$ cat config.mk
export PLATFORM = sky130hd
export DESIGN_NAME = dap_swd_xfer_engine
export DESIGN_NICKNAME = d
export VERILOG_FILES = /design/src/rtl/dap_swd_xfer_engine_pkg.sv /design/src/rtl/dap_swd_xfer_engine_edge_rise.sv /design/src/rtl/dap_swd_xfer_engine.sv
export SDC_FILE = /design/constraint.sdc
export NUM_CORES = 1
export LEC_CHECK = 0
export CORE_MARGIN = 2
export CORE_UTILIZATION = 30
export DETAILED_ROUTE_END_ITERATION = 16
export MAX_ROUTING_LAYER = met4
export PLACE_DENSITY = 0.65
export SLEW_MARGIN = 40
export SYNTH_ARGS = -nofsm -noshare
export SYNTH_HDL_FRONTEND = slang
export SYNTH_SLANG_ARGS = --single-unit
export TNS_END_PERCENT = 50
$ cat constraint.sdc
create_clock -name clk -period 2.87 [get_ports clk]
set_clock_uncertainty 0.1 [all_clocks]
set_input_delay 0.4305 -clock clk [delete_from_list [all_inputs] [get_ports clk]]
set_output_delay 0.4305 -clock clk [all_outputs]
set_load 0.05 [all_outputs]
$ cat src/rtl/dap_swd_xfer_engine_pkg.sv
// Shared constants for the DAP SWD transfer engine: sequencer command code, SWD ACK codes and FSM states.
package dap_swd_xfer_engine_pkg;

  localparam logic [3:0] SEQ_CMD_SWD_TRANSFER = 4'h2;

  localparam logic [2:0] ACK_OK    = 3'b001;
  localparam logic [2:0] ACK_WAIT  = 3'b010;
  localparam logic [2:0] ACK_FAULT = 3'b100;
  localparam logic [2:0] ACK_NOACK = 3'b111;

  typedef enum logic [2:0] {
    ST_IDLE,
    ST_ISSUE,
    ST_WAIT_RX,
    ST_GAP,
    ST_RESP
  } xfer_state_e;

  function automatic logic [15:0] swd_xfer_cmd(input logic [1:0] addr,
                                               input logic       rnw,
                                               input logic       apndp);
    return {SEQ_CMD_SWD_TRANSFER, 8'd0, addr, rnw, apndp};
  endfunction

endpackage

$ cat src/rtl/dap_swd_xfer_engine_edge_rise.sv
// Registered rising-edge detector for the sequencer's synchronized result level.
module dap_edge_rise (
  input  logic clk,
  input  logic resetn,
  input  logic sig_i,
  output logic rise_o
);

  logic prev_q;

  always_ff @(posedge clk) begin
    if (!resetn) prev_q <= 1'b0;
    else         prev_q <= sig_i;
  end

  assign rise_o = sig_i & ~prev_q;

endmodule

$ cat src/rtl/dap_swd_xfer_engine.sv
// Issues one SWD transfer per DAP request to the sequencer, retries on WAIT, returns one response.
// Optional read parity checking is enabled by defining DAP_XFER_PARITY_CHECK_EN.
module dap_swd_xfer_engine
  import dap_swd_xfer_engine_pkg::*;
#(
  parameter int unsigned GAP_CYCLES     = 8,
  parameter int unsigned TIMEOUT_CYCLES = 65535,
  parameter int unsigned RETRY_W        = 16
) (
  input  logic               clk,
  input  logic               resetn,
  input  logic               req_valid,
  output logic               req_ready,
  input  logic               req_apndp,
  input  logic               req_rnw,
  input  logic [1:0]         req_addr,
  input  logic [31:0]        req_wdata,
  input  logic [RETRY_W-1:0] wait_retry,
  input  logic               abort,
  output logic               rsp_valid,
  input  logic               rsp_ready,
  output logic [2:0]         rsp_ack,
  output logic [31:0]        rsp_rdata,
  output logic               rsp_perr,
  output logic [RETRY_W-1:0] rsp_retries,
  output logic               seq_tx_valid,
  output logic [15:0]        seq_tx_cmd,
  output logic [63:0]        seq_tx_data,
  input  logic               seq_tx_full,
  input  logic               seq_rx_valid,
  input  logic [15:0]        seq_rx_flag,
  input  logic [63:0]        seq_rx_data,
  output logic               busy
);

  localparam int unsigned GAP_W = $clog2(GAP_CYCLES + 1);
  localparam int unsigned TO_W  = $clog2(TIMEOUT_CYCLES + 1);
  localparam logic [GAP_W-1:0] GAP_MAX  = GAP_W'(GAP_CYCLES);
  localparam logic [GAP_W-1:0] GAP_LAST = GAP_W'(GAP_CYCLES - 1);

  xfer_state_e        state_q, state_d;
  logic               ready_q, ready_d;
  logic               tx_valid_q, tx_valid_d;
  logic [15:0]        cmd_q, cmd_d;
  logic [31:0]        wdata_q, wdata_d;
  logic               rnw_q, rnw_d;
  logic [RETRY_W-1:0] limit_q, limit_d;
  logic [RETRY_W-1:0] retries_q, retries_d;
  logic [GAP_W-1:0]   gap_q, gap_d;
  logic [TO_W-1:0]    to_q, to_d;
  logic [2:0]         ack_q, ack_d;
  logic [31:0]        rdata_q, rdata_d;
  logic               rx_rise;

  dap_edge_rise u_rx_edge (
    .clk    (clk),
    .resetn (resetn),
    .sig_i  (seq_rx_valid),
    .rise_o (rx_rise)
  );

`ifdef DAP_XFER_PARITY_CHECK_EN
  logic par_q, par_d;
  logic unused_rx_bits;
  assign unused_rx_bits = ^{seq_rx_flag[15:3], seq_rx_data[63:33]};
`else
  logic unused_rx_bits;
  assign unused_rx_bits = ^{seq_rx_flag[15:3], seq_rx_data[63:33], seq_rx_data[0]};
`endif

  always_comb begin
    state_d    = state_q;
    tx_valid_d = tx_valid_q;
    cmd_d      = cmd_q;
    wdata_d    = wdata_q;
    rnw_d      = rnw_q;
    limit_d    = limit_q;
    retries_d  = retries_q;
    to_d       = to_q;
    ack_d      = ack_q;
    rdata_d    = rdata_q;
`ifdef DAP_XFER_PARITY_CHECK_EN
    par_d      = par_q;
`endif
    // Low-time counter runs whenever the strobe is low, saturating once the gap is met.
    gap_d      = (!tx_valid_q && (gap_q != GAP_MAX)) ? gap_q + GAP_W'(1) : gap_q;

    unique case (state_q)
      ST_IDLE: begin
        if (req_valid && ready_q) begin
          cmd_d     = swd_xfer_cmd(req_addr, req_rnw, req_apndp);
          wdata_d   = req_wdata;
          rnw_d     = req_rnw;
          limit_d   = wait_retry;
          retries_d = '0;
          ack_d     = '0;
          rdata_d   = '0;
`ifdef DAP_XFER_PARITY_CHECK_EN
          par_d     = 1'b0;
`endif
          state_d   = ST_ISSUE;
        end
      end
      ST_ISSUE: begin
        if ((gap_q == GAP_MAX) && !seq_tx_full) begin
          tx_valid_d = 1'b1;
          to_d       = TO_W'(TIMEOUT_CYCLES);
          state_d    = ST_WAIT_RX;
        end
      end
      ST_WAIT_RX: begin
        // A result edge wins over a timeout expiring in the same cycle.
        if (rx_rise) begin
          ack_d = seq_rx_flag[2:0];
          if (rnw_q) begin
            rdata_d = seq_rx_data[32:1];
`ifdef DAP_XFER_PARITY_CHECK_EN
            par_d   = seq_rx_data[0];
`endif
          end
          tx_valid_d = 1'b0;
          gap_d      = '0;
          state_d    = ST_GAP;
        end else if (to_q == '0) begin
          ack_d      = ACK_NOACK;
          tx_valid_d = 1'b0;
          gap_d      = '0;
          state_d    = ST_GAP;
        end else begin
          to_d = to_q - TO_W'(1);
        end
      end
      ST_GAP: begin
        if (gap_q >= GAP_LAST) begin
          if ((ack_q == ACK_WAIT) && (retries_q < limit_q) && !abort) begin
            retries_d = retries_q + RETRY_W'(1);
            state_d   = ST_ISSUE;
          end else begin
            state_d = ST_RESP;
          end
        end
      end
      ST_RESP: begin
        if (rsp_ready) state_d = ST_IDLE;
      end
      default: state_d = ST_IDLE;
    endcase

    ready_d = (state_d == ST_IDLE);
  end

  always_ff @(posedge clk) begin
    if (!resetn) begin
      state_q    <= ST_IDLE;
      ready_q    <= 1'b0;
      tx_valid_q <= 1'b0;
      cmd_q      <= '0;
      wdata_q    <= '0;
      rnw_q      <= 1'b0;
      limit_q    <= '0;
      retries_q  <= '0;
      gap_q      <= GAP_MAX;
      to_q       <= '0;
      ack_q      <= '0;
      rdata_q    <= '0;
`ifdef DAP_XFER_PARITY_CHECK_EN
      par_q      <= 1'b0;
`endif
    end else begin
      state_q    <= state_d;
      ready_q    <= ready_d;
      tx_valid_q <= tx_valid_d;
      cmd_q      <= cmd_d;
      wdata_q    <= wdata_d;
      rnw_q      <= rnw_d;
      limit_q    <= limit_d;
      retries_q  <= retries_d;
      gap_q      <= gap_d;
      to_q       <= to_d;
      ack_q      <= ack_d;
      rdata_q    <= rdata_d;
`ifdef DAP_XFER_PARITY_CHECK_EN
      par_q      <= par_d;
`endif
    end
  end

  assign req_ready    = ready_q;
  assign busy         = (state_q != ST_IDLE);
  assign rsp_valid    = (state_q == ST_RESP);
  assign rsp_ack      = ack_q;
  assign rsp_rdata    = ((ack_q == ACK_OK) && rnw_q) ? rdata_q : '0;
  assign rsp_retries  = retries_q;
  assign seq_tx_valid = tx_valid_q;
  assign seq_tx_cmd   = cmd_q;
  assign seq_tx_data  = {32'd0, wdata_q};

`ifdef DAP_XFER_PARITY_CHECK_EN
  assign rsp_perr = (ack_q == ACK_OK) && rnw_q && ((^rdata_q) ^ par_q);
`else
  assign rsp_perr = 1'b0;
`endif

endmodule

==> summary.md <==
| Metric | Value |
|---|---|
| Sequential area share after synthesis | `0.417` |
| Worst R2R Path Depth | `9` |
| CP Buf/Inv Count | `1` |
| Unrepaired setup endpoints after global routing | `false` |
| CTS clk-pin slew, worst paths | `0.06 ns` |
| Power Total | `5950 uW` |
| Fin crit share | `0.947` |
| Die Width | `148 um` |
| Layout cells sized above 1 | `0.0800` |
| Synth area leaders | `dfxtp_1, nand2_1, a21oi_1` |
| Clock sink total | `130` |
| Clock power frac | `0.363` |
| Post-Syn Instances | `783` |
| Vias per cell | `4.63` |
| Number of global-route vias before repair | `5,435` |
| Synth top area share | `0.417` |
| First-pass GRT wire length | `27,700 um` |
| Gr ovfl total | `0` |
| Crit-path slowest cell | `clkdlybuf4s50_1` |
| Vias post-DR | `5,760` |
| Crit path time final | `2.72 ns` |
| Fillers | `2,039` |
| Antenna viol nets, final | `0` |
| Rows | `52` |
| Leak pwr | `0.00361 uW` |
| CTS tree | `done` |
| Initial DRC Count | `267` |
| Worst-path cell chain | `nor3b_1 -> clkdlybuf4s50_1` |
| Commonest cells after routing, fill and taps aside | `nand2_1, clkdlybuf4s50_1, dfxtp_1, a21oi_1, conb_1` |
| Clock latency at the later pin of the worst-skew pair | `0.42 ns` |
| Ant diodes | `0` |
| DR WL/cell | `13.8 um` |
| Peak supply drop | `0.000419 V` |
| Asr flop ratio synth | `0` |
| Final GP Congestion | `0.782` |
| Final setup TNS | `0 ns` |
| Multi-input logic area | `0.00321 sq mm` |
| CP delay by family, top | `buffers and inverters` |
| Power density over the cells | `666 mW/mm^2` |
| Setup Viol. Count Final | `0` |
| Sequential cell area | `0.00260 sq mm` |
| Mean post-synth cell area | `7.98 sq um` |
| Hold path depth | `2` |
| Total of max-cap violations | `0` |
| Crit. End Element | `output pin` |
| Core ar. | `0.0204 sq mm` |
| H-tree depth | `4` |
| Post-synthesis cell area | `0.00625 sq mm` |
| GRT Overall Usage | `0.162` |
| Placed Area | `0.00829 sq mm` |
| Status | `finished, final reports clean` |
| Post-layout nets | `1,120` |
| Drt pass-1 iters | `6` |
| CP Launch Type | `flop` |
| Sequential share of power | `0.355` |
| Ports | `275` |
| Design Area, Final | `0.00893 sq mm` |
| Root buf cell | `clkbuf_16` |
| Largest net degree at the start of global routing | `66` |
| Final Hold Fails | `0` |
| Worst EP arrival | `2.19 ns` |
| Worst Path Required | `2.34 ns` |
| Min-delay worst type | `reg2reg` |
| Synth Warn # | `0` |
| Fin Hold WS | `0.344 ns` |
| Internal | `3850 uW` |
| CTS Buffer Depth | `2` |
| Initial antenna violation count | `0` |
| Synth area leader | `dfxtp_1` |
| Drt drc | `0` |
| Combinational fraction of design power | `0.282` |
| FMAX | `368 MHz` |
| Worst-Margin Slew | `0.568 ns` |
| Cts bufs inserted | `17` |
| Hold_buf cts | `0` |
| Normalized max-slew margin | `0.620` |
| Layout area overhead | `42.9%` |
| Switching Share | `0.353` |
| Most common cell after layout, fill and taps aside | `nand2_1` |
| Initial cell density of the core | `0.307` |
| Synth Flop Type | `dfxtp_1` |
| Die area | `0.0220 sq mm` |
| Slowest Stage Delay on Critical Path | `0.91 ns` |
| Net Sw Power | `2100 uW` |
| Dpl hpwl | `11,800 um` |
| EDFF count, synth | `0` |
| WP depth | `2` |
| Setup CP Type | `reg2out` |
| Flip-flop and latch count after synthesis | `130` |
| Final Max Slew Viols | `0` |
| CP Max Fanout | `7` |
| Yosys cell types | `55` |
| Die height | `148 um` |
| Drt total wl | `17,200 um` |
| PortBufs | `185` |
[cells in the mapped netlist (15+ instances only)]
cell        n
nand2_1   166
dfxtp_1   130
a21oi_1   111
buf_4      45
nand3_1    43
clkbuf_1   35
and2_1     34
inv_1      24
nor2_1     20
ha_1       19
nor3_1     15
[worst register-to-register path: cells and delay by family, from the launching register on]
kind | cells | cell delay (ns)
adder cells (fa/ha/maj) | 1 | 0.28
AO/OA/AOI/OAI | 4 | 0.99
AND/OR/NAND/NOR | 1 | 0.37
buffers and inverters | 2 | 0.23
multiplexers | 1 | 0.21
flip-flops | 1 | 0.33
[state kept, by name, summed over array words and instances, names as in the netlist]
name and cells:
rsp_ack 3, rdata_q 32, wdata_q 32, req_ready 1, rsp_retries 16, u_rx_edge.prev_q 1, state_q 3, gap_q 4
seq_tx_cmd 5, limit_q 16, to_q 16, seq_tx_valid 1
[stage by stage]
step | setup slack (ns) | std cells | utilization
4_1_cts | 0.00242 | 1245 | 0.436
3_3_place_gp | 0.190 | 1213 | 0.407
5_1_grt | 0.0409 | 1245 | 0.438
2_1_floorplan | 0.150 | 826 | -
6_report | 0.152 | 1245 | 0.438
3_5_place_dp | 0.155 | 1213 | 0.407
[power groups by stage]
stage	Clock [uW]	Combinational, uW	Sequential, uW
floorplan	0	986	2360
global placement	0	1670	2140
detailed placement	0	1680	2150
CTS	2220	1690	2110
global route	2300	1840	2140
finish	2160	1680	2110
[layout make-up]
class                           instances  share of cell area
Clock inverter                         15              0.0179
Sequential cell                       130               0.292
Tap cell                              270              0.0378
Timing Repair Buffer                  208               0.235
Inverter                               24              0.0102
Multi-Input combinational cell        581               0.360
Clock buffer                           17              0.0477
[routing by layer]
| layer | global-route usage | part of all wire | up-vias |
|---|---|---|---|
| li1 | - | - | 2957 |
| met1 | 0.212 | 0.48 | 2624 |
| met2 | 0.242 | 0.44 | 165 |
| met3 | 0.0469 | 0.062 | 14 |
| met4 | 0.0495 | 0.012 | 0 |
| met5 | - | 0 | - |
[worst paths after layout]
check              startpoint  slack [ns]              to
hold / removal    rdata_q[24]        0.34     rdata_q[24]
hold reg to reg   rdata_q[24]        0.34     rdata_q[24]
setup reg to reg   limit_q[9]        0.29  rsp_retries[8]
setup / recovery   state_q[2]        0.15       rsp_valid
[what timing repair did]
action / in CTS / in global routing
setup buffers: 0 / 0
endpoints found under the setup margin: 2 / 23
resized for setup: 2 / 23
[cell families after synthesis]
kind of cell / after synthesis / synth area share
simple gates: 327 / 0.252
compound gates: 173 / 0.167
flops: 130 / 0.417
buf+inv: 115 / 0.0993
fa+ha+maj: 19 / 0.0381
xor+xnor: 9 / 0.0126
mux: 9 / 0.0144
other cells: 1 / 0.000600
Power figures use the tool's default switching activity.
